--- src/rtl/mem_arb_pkg.sv ---
// ============================================================================
// Module      : mem_arb_pkg
// Description : Shared constants and enums for the data-RAM write-port
//               arbiter. It holds the well-known word indices of the game
//               registers, the grant-owner encoding and the arbiter state
//               encoding.
// Revision    : 1.0 - initial release
// ============================================================================
`default_nettype none

package mem_arb_pkg;

    // Word indices inside the data RAM
    localparam int OFFSET_W = 0;
    localparam int KB_W     = 1;
    localparam int JUEGO_W  = 2;
    localparam int END_W    = 3;
    localparam int COIN_W   = 5;

    // Which source owns the RAM write port in the current cycle
    typedef enum logic [1:0] {
        SRC_NONE = 2'd0,
        SRC_CPU  = 2'd1,
        SRC_KB   = 2'd2,
        SRC_EXT  = 2'd3
    } arb_src_t;

    // IDLE: nothing besides the CPU wants the port; PEND: KB/EXT waiting
    typedef enum logic [0:0] {
        ST_IDLE = 1'b0,
        ST_PEND = 1'b1
    } arb_state_t;

endpackage

`default_nettype wire

--- src/rtl/mem_port_arbiter_kb_code_latch.sv ---
// ============================================================================
// Module      : kb_code_latch
// Description : One-deep holding buffer for keyboard scan codes. A new code
//               always replaces the buffered one (newest wins); losing a code
//               that was never written to RAM raises a sticky overflow flag.
// Revision    : 1.0 - initial release
//
// Ports
//   clk       in   clock, rising edge
//   reset     in   synchronous active-low reset
//   kb_valid  in   one-cycle pulse, new scan code on kb_code
//   kb_code   in   [7:0] scan code
//   kb_grant  in   arbiter commits kb_buf to RAM at this edge
//   kb_buf    out  [7:0] buffered scan code
//   kb_pend   out  buffered code still waiting for its RAM write
//   kb_ovf    out  sticky: a pending code was overwritten
// ============================================================================
`default_nettype none

module kb_code_latch (
    input  logic       clk,
    input  logic       reset,
    input  logic       kb_valid,
    input  logic [7:0] kb_code,
    input  logic       kb_grant,
    output logic [7:0] kb_buf,
    output logic       kb_pend,
    output logic       kb_ovf
);

    logic [7:0] r_kb_buf;
    logic       r_kb_pend;
    logic       r_kb_ovf;

    always_ff @(posedge clk) begin
        if (!reset) begin
            r_kb_buf  <= 8'h00;
            r_kb_pend <= 1'b0;
            r_kb_ovf  <= 1'b0;
        end else if (kb_valid) begin
            r_kb_buf  <= kb_code;
            r_kb_pend <= 1'b1;
            // The old code is lost only if it is not being written this edge
            if (r_kb_pend && !kb_grant) begin
                r_kb_ovf <= 1'b1;
            end
        end else if (kb_grant) begin
            r_kb_pend <= 1'b0;
        end
    end

    assign kb_buf  = r_kb_buf;
    assign kb_pend = r_kb_pend;
    assign kb_ovf  = r_kb_ovf;

endmodule

`default_nettype wire

--- src/rtl/mem_port_arbiter.sv ---
// ============================================================================
// Module      : mem_port_arbiter
// Description : Arbitrates the single write port of a synchronous data RAM
//               between the CPU (absolute priority, never stalled), the
//               keyboard scan-code buffer and an external requester (round
//               robin between the latter two). Tracks the worst-case
//               non-CPU grant latency and optionally snoops writes to the
//               game registers into shadow copies.
// Revision    : 1.0 - initial release
//
// Configuration macro
//   MEM_ARB_SNOOP_EN  when defined, shadow registers for words 0/2/3/5 exist;
//                     otherwise the shadow outputs are tied to zero.
//
// Ports
//   clk            in   clock, rising edge
//   reset          in   synchronous active-low reset
//   cpu_we         in   CPU store strobe
//   cpu_addr       in   [31:0] CPU byte address, word = [ADDR_W+1:2]
//   cpu_wdata      in   [31:0] CPU store data
//   kb_valid       in   one-cycle pulse, new scan code
//   kb_code        in   [7:0] scan code
//   ext_req        in   external write request, held until granted
//   ext_addr       in   [ADDR_W-1:0] external word index
//   ext_wdata      in   [31:0] external write data
//   ext_gnt        out  external write commits at this edge
//   ram_we         out  RAM write enable
//   ram_waddr      out  [ADDR_W-1:0] RAM word address
//   ram_wdata      out  [31:0] RAM write data
//   kb_ovf         out  sticky scan-code overflow
//   max_wait       out  [7:0] high-water mark of non-CPU wait cycles
//   shadow_offset  out  [31:0] copy of word 0
//   shadow_juego   out  [31:0] copy of word 2
//   shadow_end     out  bit 0 of word 3
//   shadow_coin    out  [31:0] copy of word 5
// ============================================================================
`default_nettype none

module mem_port_arbiter
    import mem_arb_pkg::*;
#(
    parameter int ADDR_W  = 5,
    parameter int KB_ADDR = KB_W
) (
    input  logic              clk,
    input  logic              reset,
    input  logic              cpu_we,
    input  logic [31:0]       cpu_addr,
    input  logic [31:0]       cpu_wdata,
    input  logic              kb_valid,
    input  logic [7:0]        kb_code,
    input  logic              ext_req,
    input  logic [ADDR_W-1:0] ext_addr,
    input  logic [31:0]       ext_wdata,
    output logic              ext_gnt,
    output logic              ram_we,
    output logic [ADDR_W-1:0] ram_waddr,
    output logic [31:0]       ram_wdata,
    output logic              kb_ovf,
    output logic [7:0]        max_wait,
    output logic [31:0]       shadow_offset,
    output logic [31:0]       shadow_juego,
    output logic              shadow_end,
    output logic [31:0]       shadow_coin
);

    localparam logic [ADDR_W-1:0] c_kb_waddr = ADDR_W'(KB_ADDR);

    arb_src_t    w_owner;
    arb_src_t    r_rr_last;
    arb_state_t  r_state;
    logic [7:0]  r_wait_cnt;
    logic [7:0]  r_max_wait;
    logic [7:0]  w_kb_buf;
    logic        w_kb_pend;
    logic        w_kb_grant;
    logic        w_nc_pending;
    logic        w_nc_grant;
    logic [ADDR_W-1:0] w_cpu_word;
    logic        w_unused;

    assign w_cpu_word = cpu_addr[ADDR_W+1:2];
    assign w_unused   = &{1'b0, cpu_addr[31:ADDR_W+2], cpu_addr[1:0]};

    kb_code_latch u_kb_code_latch (
        .clk      (clk),
        .reset    (reset),
        .kb_valid (kb_valid),
        .kb_code  (kb_code),
        .kb_grant (w_kb_grant),
        .kb_buf   (w_kb_buf),
        .kb_pend  (w_kb_pend),
        .kb_ovf   (kb_ovf)
    );

    // Grant decision: reset masks everything, CPU wins outright, then KB/EXT
    // alternate when both are waiting.
    always_comb begin
        w_owner = SRC_NONE;
        if (!reset) begin
            w_owner = SRC_NONE;
        end else if (cpu_we) begin
            w_owner = SRC_CPU;
        end else if (w_kb_pend && ext_req) begin
            w_owner = (r_rr_last == SRC_KB) ? SRC_EXT : SRC_KB;
        end else if (w_kb_pend) begin
            w_owner = SRC_KB;
        end else if (ext_req) begin
            w_owner = SRC_EXT;
        end
    end

    // Write port follows the owner in the same cycle
    always_comb begin
        ram_we    = 1'b0;
        ram_waddr = '0;
        ram_wdata = '0;
        case (w_owner)
            SRC_CPU: begin
                ram_we    = 1'b1;
                ram_waddr = w_cpu_word;
                ram_wdata = cpu_wdata;
            end
            SRC_KB: begin
                ram_we    = 1'b1;
                ram_waddr = c_kb_waddr;
                ram_wdata = {24'h0, w_kb_buf};
            end
            SRC_EXT: begin
                ram_we    = 1'b1;
                ram_waddr = ext_addr;
                ram_wdata = ext_wdata;
            end
            default: begin
                ram_we    = 1'b0;
            end
        endcase
    end

    assign w_kb_grant   = (w_owner == SRC_KB);
    assign ext_gnt      = (w_owner == SRC_EXT);
    assign w_nc_grant   = (w_owner == SRC_KB) || (w_owner == SRC_EXT);
    assign w_nc_pending = w_kb_pend || ext_req;

    always_ff @(posedge clk) begin
        if (!reset) begin
            r_state    <= ST_IDLE;
            r_rr_last  <= SRC_EXT;
            r_wait_cnt <= 8'd0;
            r_max_wait <= 8'd0;
        end else begin
            case (r_state)
                ST_IDLE: begin
                    if (kb_valid || ext_req) begin
                        r_state <= ST_PEND;
                    end
                end
                ST_PEND: begin
                    // Leave only when nothing is left waiting after this edge
                    if (!kb_valid &&
                        (((w_owner == SRC_KB)  && !ext_req)   ||
                         ((w_owner == SRC_EXT) && !w_kb_pend) ||
                         !w_nc_pending)) begin
                        r_state <= ST_IDLE;
                    end
                end
                default: r_state <= ST_IDLE;
            endcase

            if (w_nc_grant) begin
                r_rr_last <= w_owner;
            end

            if (w_nc_grant || !w_nc_pending) begin
                r_wait_cnt <= 8'd0;
            end else if (r_wait_cnt != 8'hFF) begin
                r_wait_cnt <= r_wait_cnt + 8'd1;
            end

            if (r_wait_cnt > r_max_wait) begin
                r_max_wait <= r_wait_cnt;
            end
        end
    end

    assign max_wait = r_max_wait;

`ifdef MEM_ARB_SNOOP_EN
    logic [31:0] r_shadow_offset;
    logic [31:0] r_shadow_juego;
    logic        r_shadow_end;
    logic [31:0] r_shadow_coin;

    // Snoops the committed write, whichever source produced it
    always_ff @(posedge clk) begin
        if (!reset) begin
            r_shadow_offset <= 32'h0;
            r_shadow_juego  <= 32'h0;
            r_shadow_end    <= 1'b0;
            r_shadow_coin   <= 32'h0;
        end else if (ram_we) begin
            if (ram_waddr == ADDR_W'(OFFSET_W)) r_shadow_offset <= ram_wdata;
            if (ram_waddr == ADDR_W'(JUEGO_W))  r_shadow_juego  <= ram_wdata;
            if (ram_waddr == ADDR_W'(END_W))    r_shadow_end    <= ram_wdata[0];
            if (ram_waddr == ADDR_W'(COIN_W))   r_shadow_coin   <= ram_wdata;
        end
    end

    assign shadow_offset = r_shadow_offset;
    assign shadow_juego  = r_shadow_juego;
    assign shadow_end    = r_shadow_end;
    assign shadow_coin   = r_shadow_coin;
`else
    assign shadow_offset = 32'h0;
    assign shadow_juego  = 32'h0;
    assign shadow_end    = 1'b0;
    assign shadow_coin   = 32'h0;
`endif

endmodule

`default_nettype wire

--- config.mk ---
export PLATFORM = sky130hd
export DESIGN_NAME = mem_port_arbiter
export DESIGN_NICKNAME = d
export VERILOG_FILES = /design/src/rtl/mem_arb_pkg.sv /design/src/rtl/mem_port_arbiter_kb_code_latch.sv /design/src/rtl/mem_port_arbiter.sv
export SDC_FILE = /design/constraint.sdc
export NUM_CORES = 1
export LEC_CHECK = 0
export ABC_AREA = 1
export CORE_AREA = 4 4 97 99
export DETAILED_ROUTE_END_ITERATION = 6
export DIE_AREA = 0 0 101 103
export GPL_ROUTABILITY_DRIVEN = 0
export GPL_TIMING_DRIVEN = 0
export PLACE_DENSITY = 0.88
export SLEW_MARGIN = 20
export SYNTH_ARGS = -nofsm -noshare
export SYNTH_HDL_FRONTEND = slang
export SYNTH_SLANG_ARGS = --single-unit
export TNS_END_PERCENT = 10
--- constraint.sdc ---
create_clock -name clk -period 4.6 [get_ports clk]
set_input_delay 0.69 -clock clk [delete_from_list [all_inputs] [get_ports clk]]
set_output_delay 0.69 -clock clk [all_outputs]
set_load 0.03 [all_outputs]
==> impl_results.md <==
- Outcome: finished, final reports clean
- Count of buffers from port buffering: 133
- HPWL after detailed placement: around 7400 microns
- Total setup violations reported at the end of the flow: 0
- Fraction of final layout cells with drive strength greater than 1: 0.190
- Number of distinct library cell variants in the gate-level netlist after synthesis: 28
- Total wire length: 8360 microns
- Initial core utilization: 0.306
- Cts bufs inserted: 3
- Number of buffer and inverter instances along the worst setup path: 4
- Top delay family on crit path: buffers and inverters
- Clock-pin transition on the worst setup and hold timing paths: 0.09 ns
- Most common cell type on the critical path: sky130_fd_sc_hd__nand2_1
- Full die area: 10,400 sq um
- Largest net degree at the start of global routing: 17
- DIE WIDTH: 101 microns
- Number of pins exceeding their max-slew limit in the final report: 0
- Clock tree skew after final layout: 0.0120 ns
- Number of vias per cell after detailed routing: around 3.8
- Post-CTS Setup Bufs: 0
- Worst Hold Class: register to register
- Die Ht: approximately 100 microns
- Launching element type of the critical path: primary input
- Post-detailed-route count of antenna-violating nets: 0
- Critical Path Sink Type: output pin
- Number of buffers inserted for hold repair after clock tree synthesis: 0
- Via count of the first global-routing pass: between 2,000 and 2,500
- Highest net fanout along the worst path: 10
- Clk_lat worst skew: 0.28 ns
- Post-layout minimum cycle time: 3.53 ns
- Initial antenna violation count: 0
- Number of instances resized during post-cts repair: 0
- Area Growth Syn to Fin: 72.6%
- Number of H-tree levels: 1
- Minimum setup slack after placement: 1.04 ns
- Core utilization of the finished layout: 0.528
- Max Clock Freq: approximately 280 MHz
- FP Rows: 34
- Buffer depth of the longest clock path: 2
- Seq/Total Area, Yosys: 0.214
- Final WS setup: around 1.1 ns
- Post-synthesis area per instance: 6.29 sq um
- Setup Total Neg Slack: 0 ns
- Number of diodes: 0
- Worst voltage drop across the vdd grid: approximately 0.35 mV
- Post-Synthesis Cell Area: between 2000 and 3000 sq um
- Tcrit/Tclk final: 0.768
- Clock Sinks: 28
- Total power draw: 0.00138 W
- Routed length per instance: 11.0 microns
- Kind of critical path: primary input to output pin
- Worst path max stage delay: 0.73 ns
- CTS tree: done
- Leak: 2.36 nW
- Critical-path top delay cell: sky130_fd_sc_hd__clkdlybuf4s50_1
- Gr ovfl total: 0
- Global router's overall resource usage: 0.138
- Hold Violations, Final: 0
- Core region area: 8550 sq um
- Number of register bits inferred by synthesis: 28
- Unrepaired setup endpoints after global routing: no
- Global-route wire length before repair: 11,700 microns
- Number of warnings printed during yosys synthesis: 0
- DR iter-0 viols: 41
- Router iterations before antenna repair: 4
- Vias: 2,904
- Gate count after technology mapping: ~420
- Chain of cells forming the critical path: clkdlybuf4s50_1 -> inv_2 -> nand2_1 -> nand2_1 -> nor2_8 -> buf_4 -> nand2_1 -> nand2_1 -> clkdlybuf4s50_1
- Power density over cell area: 307 nW/um^2
- Root Driver: sky130_fd_sc_hd__clkbuf_8
- DRC errors left: 0
- WP data arrival: 2.84 ns
- Max cap viols: 0
- Final layout net count: about 770
- I/O pin total: 259
- Critical path required time: 3.91 ns
layout by cell type (no fill, tap or decap), drive strengths merged:
cell,count
nor2,35
nand3,21
o21ai,13
a211oi,1
o31ai,1
a21o,1
a21oi,16
dfxtp,28
clkdlybuf4s50,133
or2,1
bufinv,1
nand4,2
clkbuf,4
ha,9
inv,30
a31oi,2
clkinv,1
buf,107
nor3,4
nand2,142
conb,97
worst register-to-register path: stages, from the launching register on:
cell                      delay [ns]
sky130_fd_sc_hd__dfxtp_1        0.36
sky130_fd_sc_hd__inv_1          0.05
sky130_fd_sc_hd__ha_1           0.29
sky130_fd_sc_hd__nand2_1        0.07
sky130_fd_sc_hd__nor2_1         0.18
sky130_fd_sc_hd__nand4_2        0.20
sky130_fd_sc_hd__buf_2          0.26
sky130_fd_sc_hd__a21oi_1        0.18
sky130_fd_sc_hd__nor2_1         0.06
state kept, by name (all words and copies together), names as in the netlist:
signal and cells:
max_wait 8, r_wait_cnt 8, u_kb_code_latch.kb_buf 8, r_rr_last 2
u_kb_code_latch.kb_ovf 1, u_kb_code_latch.kb_pend 1
path summary, 6_finish.rpt:
path                                   start            end  slack (ns)  cells past startpoint
worst max-delay path                  cpu_we  ram_wdata[14]        1.07                      9
worst min-delay path            r_rr_last[1]   r_rr_last[1]        0.45                      2
worst max register to register   max_wait[7]    max_wait[7]        2.86                      8
worst min register to register  r_rr_last[1]   r_rr_last[1]        0.45                      2
synthesized netlist by cell type, drive strengths merged:
cell	n	share of area
buf	107	0.30
ha	9	0.043
a211oi	1	0.0029
a31oi	2	0.0048
nor2	35	0.058
nand4	2	0.0072
clkbuf	1	0.0014
dfxtp	28	0.21
conb	1	0.0014
or2	1	0.0024
clkinv	1	0.0014
inv	30	0.043
a21oi	16	0.031
nor3	4	0.0096
o21ai	13	0.025
a21o	1	0.0029
nand2	142	0.21
nand3	21	0.040
o31ai	1	0.0029
cells by family after synthesis:
| group | synth area share |
|---|---|
| compound gates | 0.0689 |
| fa+ha+maj | 0.0431 |
| buf+inv | 0.349 |
| flops | 0.214 |
| other cells | 0.00143 |
| simple gates | 0.323 |
through the flow:
step	hold slack, ns	cell area (sq um)	cells
global placement	0.430	4440	753
finish	0.450	4510	757
global route	0.489	4510	757
detailed placement	0.436	4440	753
CTS	0.459	4510	757
floorplan	0.417	2980	512
final cells by class:
class | instances | area (sq um)
buffer | 108 | 796
clock buffer | 3 | 41.3
clock inverter | 1 | 30.0
fill | 805 | 4040
inverter | 31 | 116
multi-input combinational | 345 | 1500
sequential | 28 | 561
tap | 108 | 135
timing repair buffer | 133 | 1330
routing by layer:
metal | GRT usage | routed length [microns]
met5 | 0 | 0
met2 | 0.254 | 4320
met4 | 0.0358 | 68
met3 | 0.0142 | 712
met1 | 0.171 | 3260
report_power, final:
part	total, W	switching [W]	internal (W)
logic	0.000877	0.000520	0.000357
clock network	0.000194	0.0000778	0.000117
registers	0.000313	0.0000272	0.000285
Note: power is estimated with default switching activity, not from simulation.
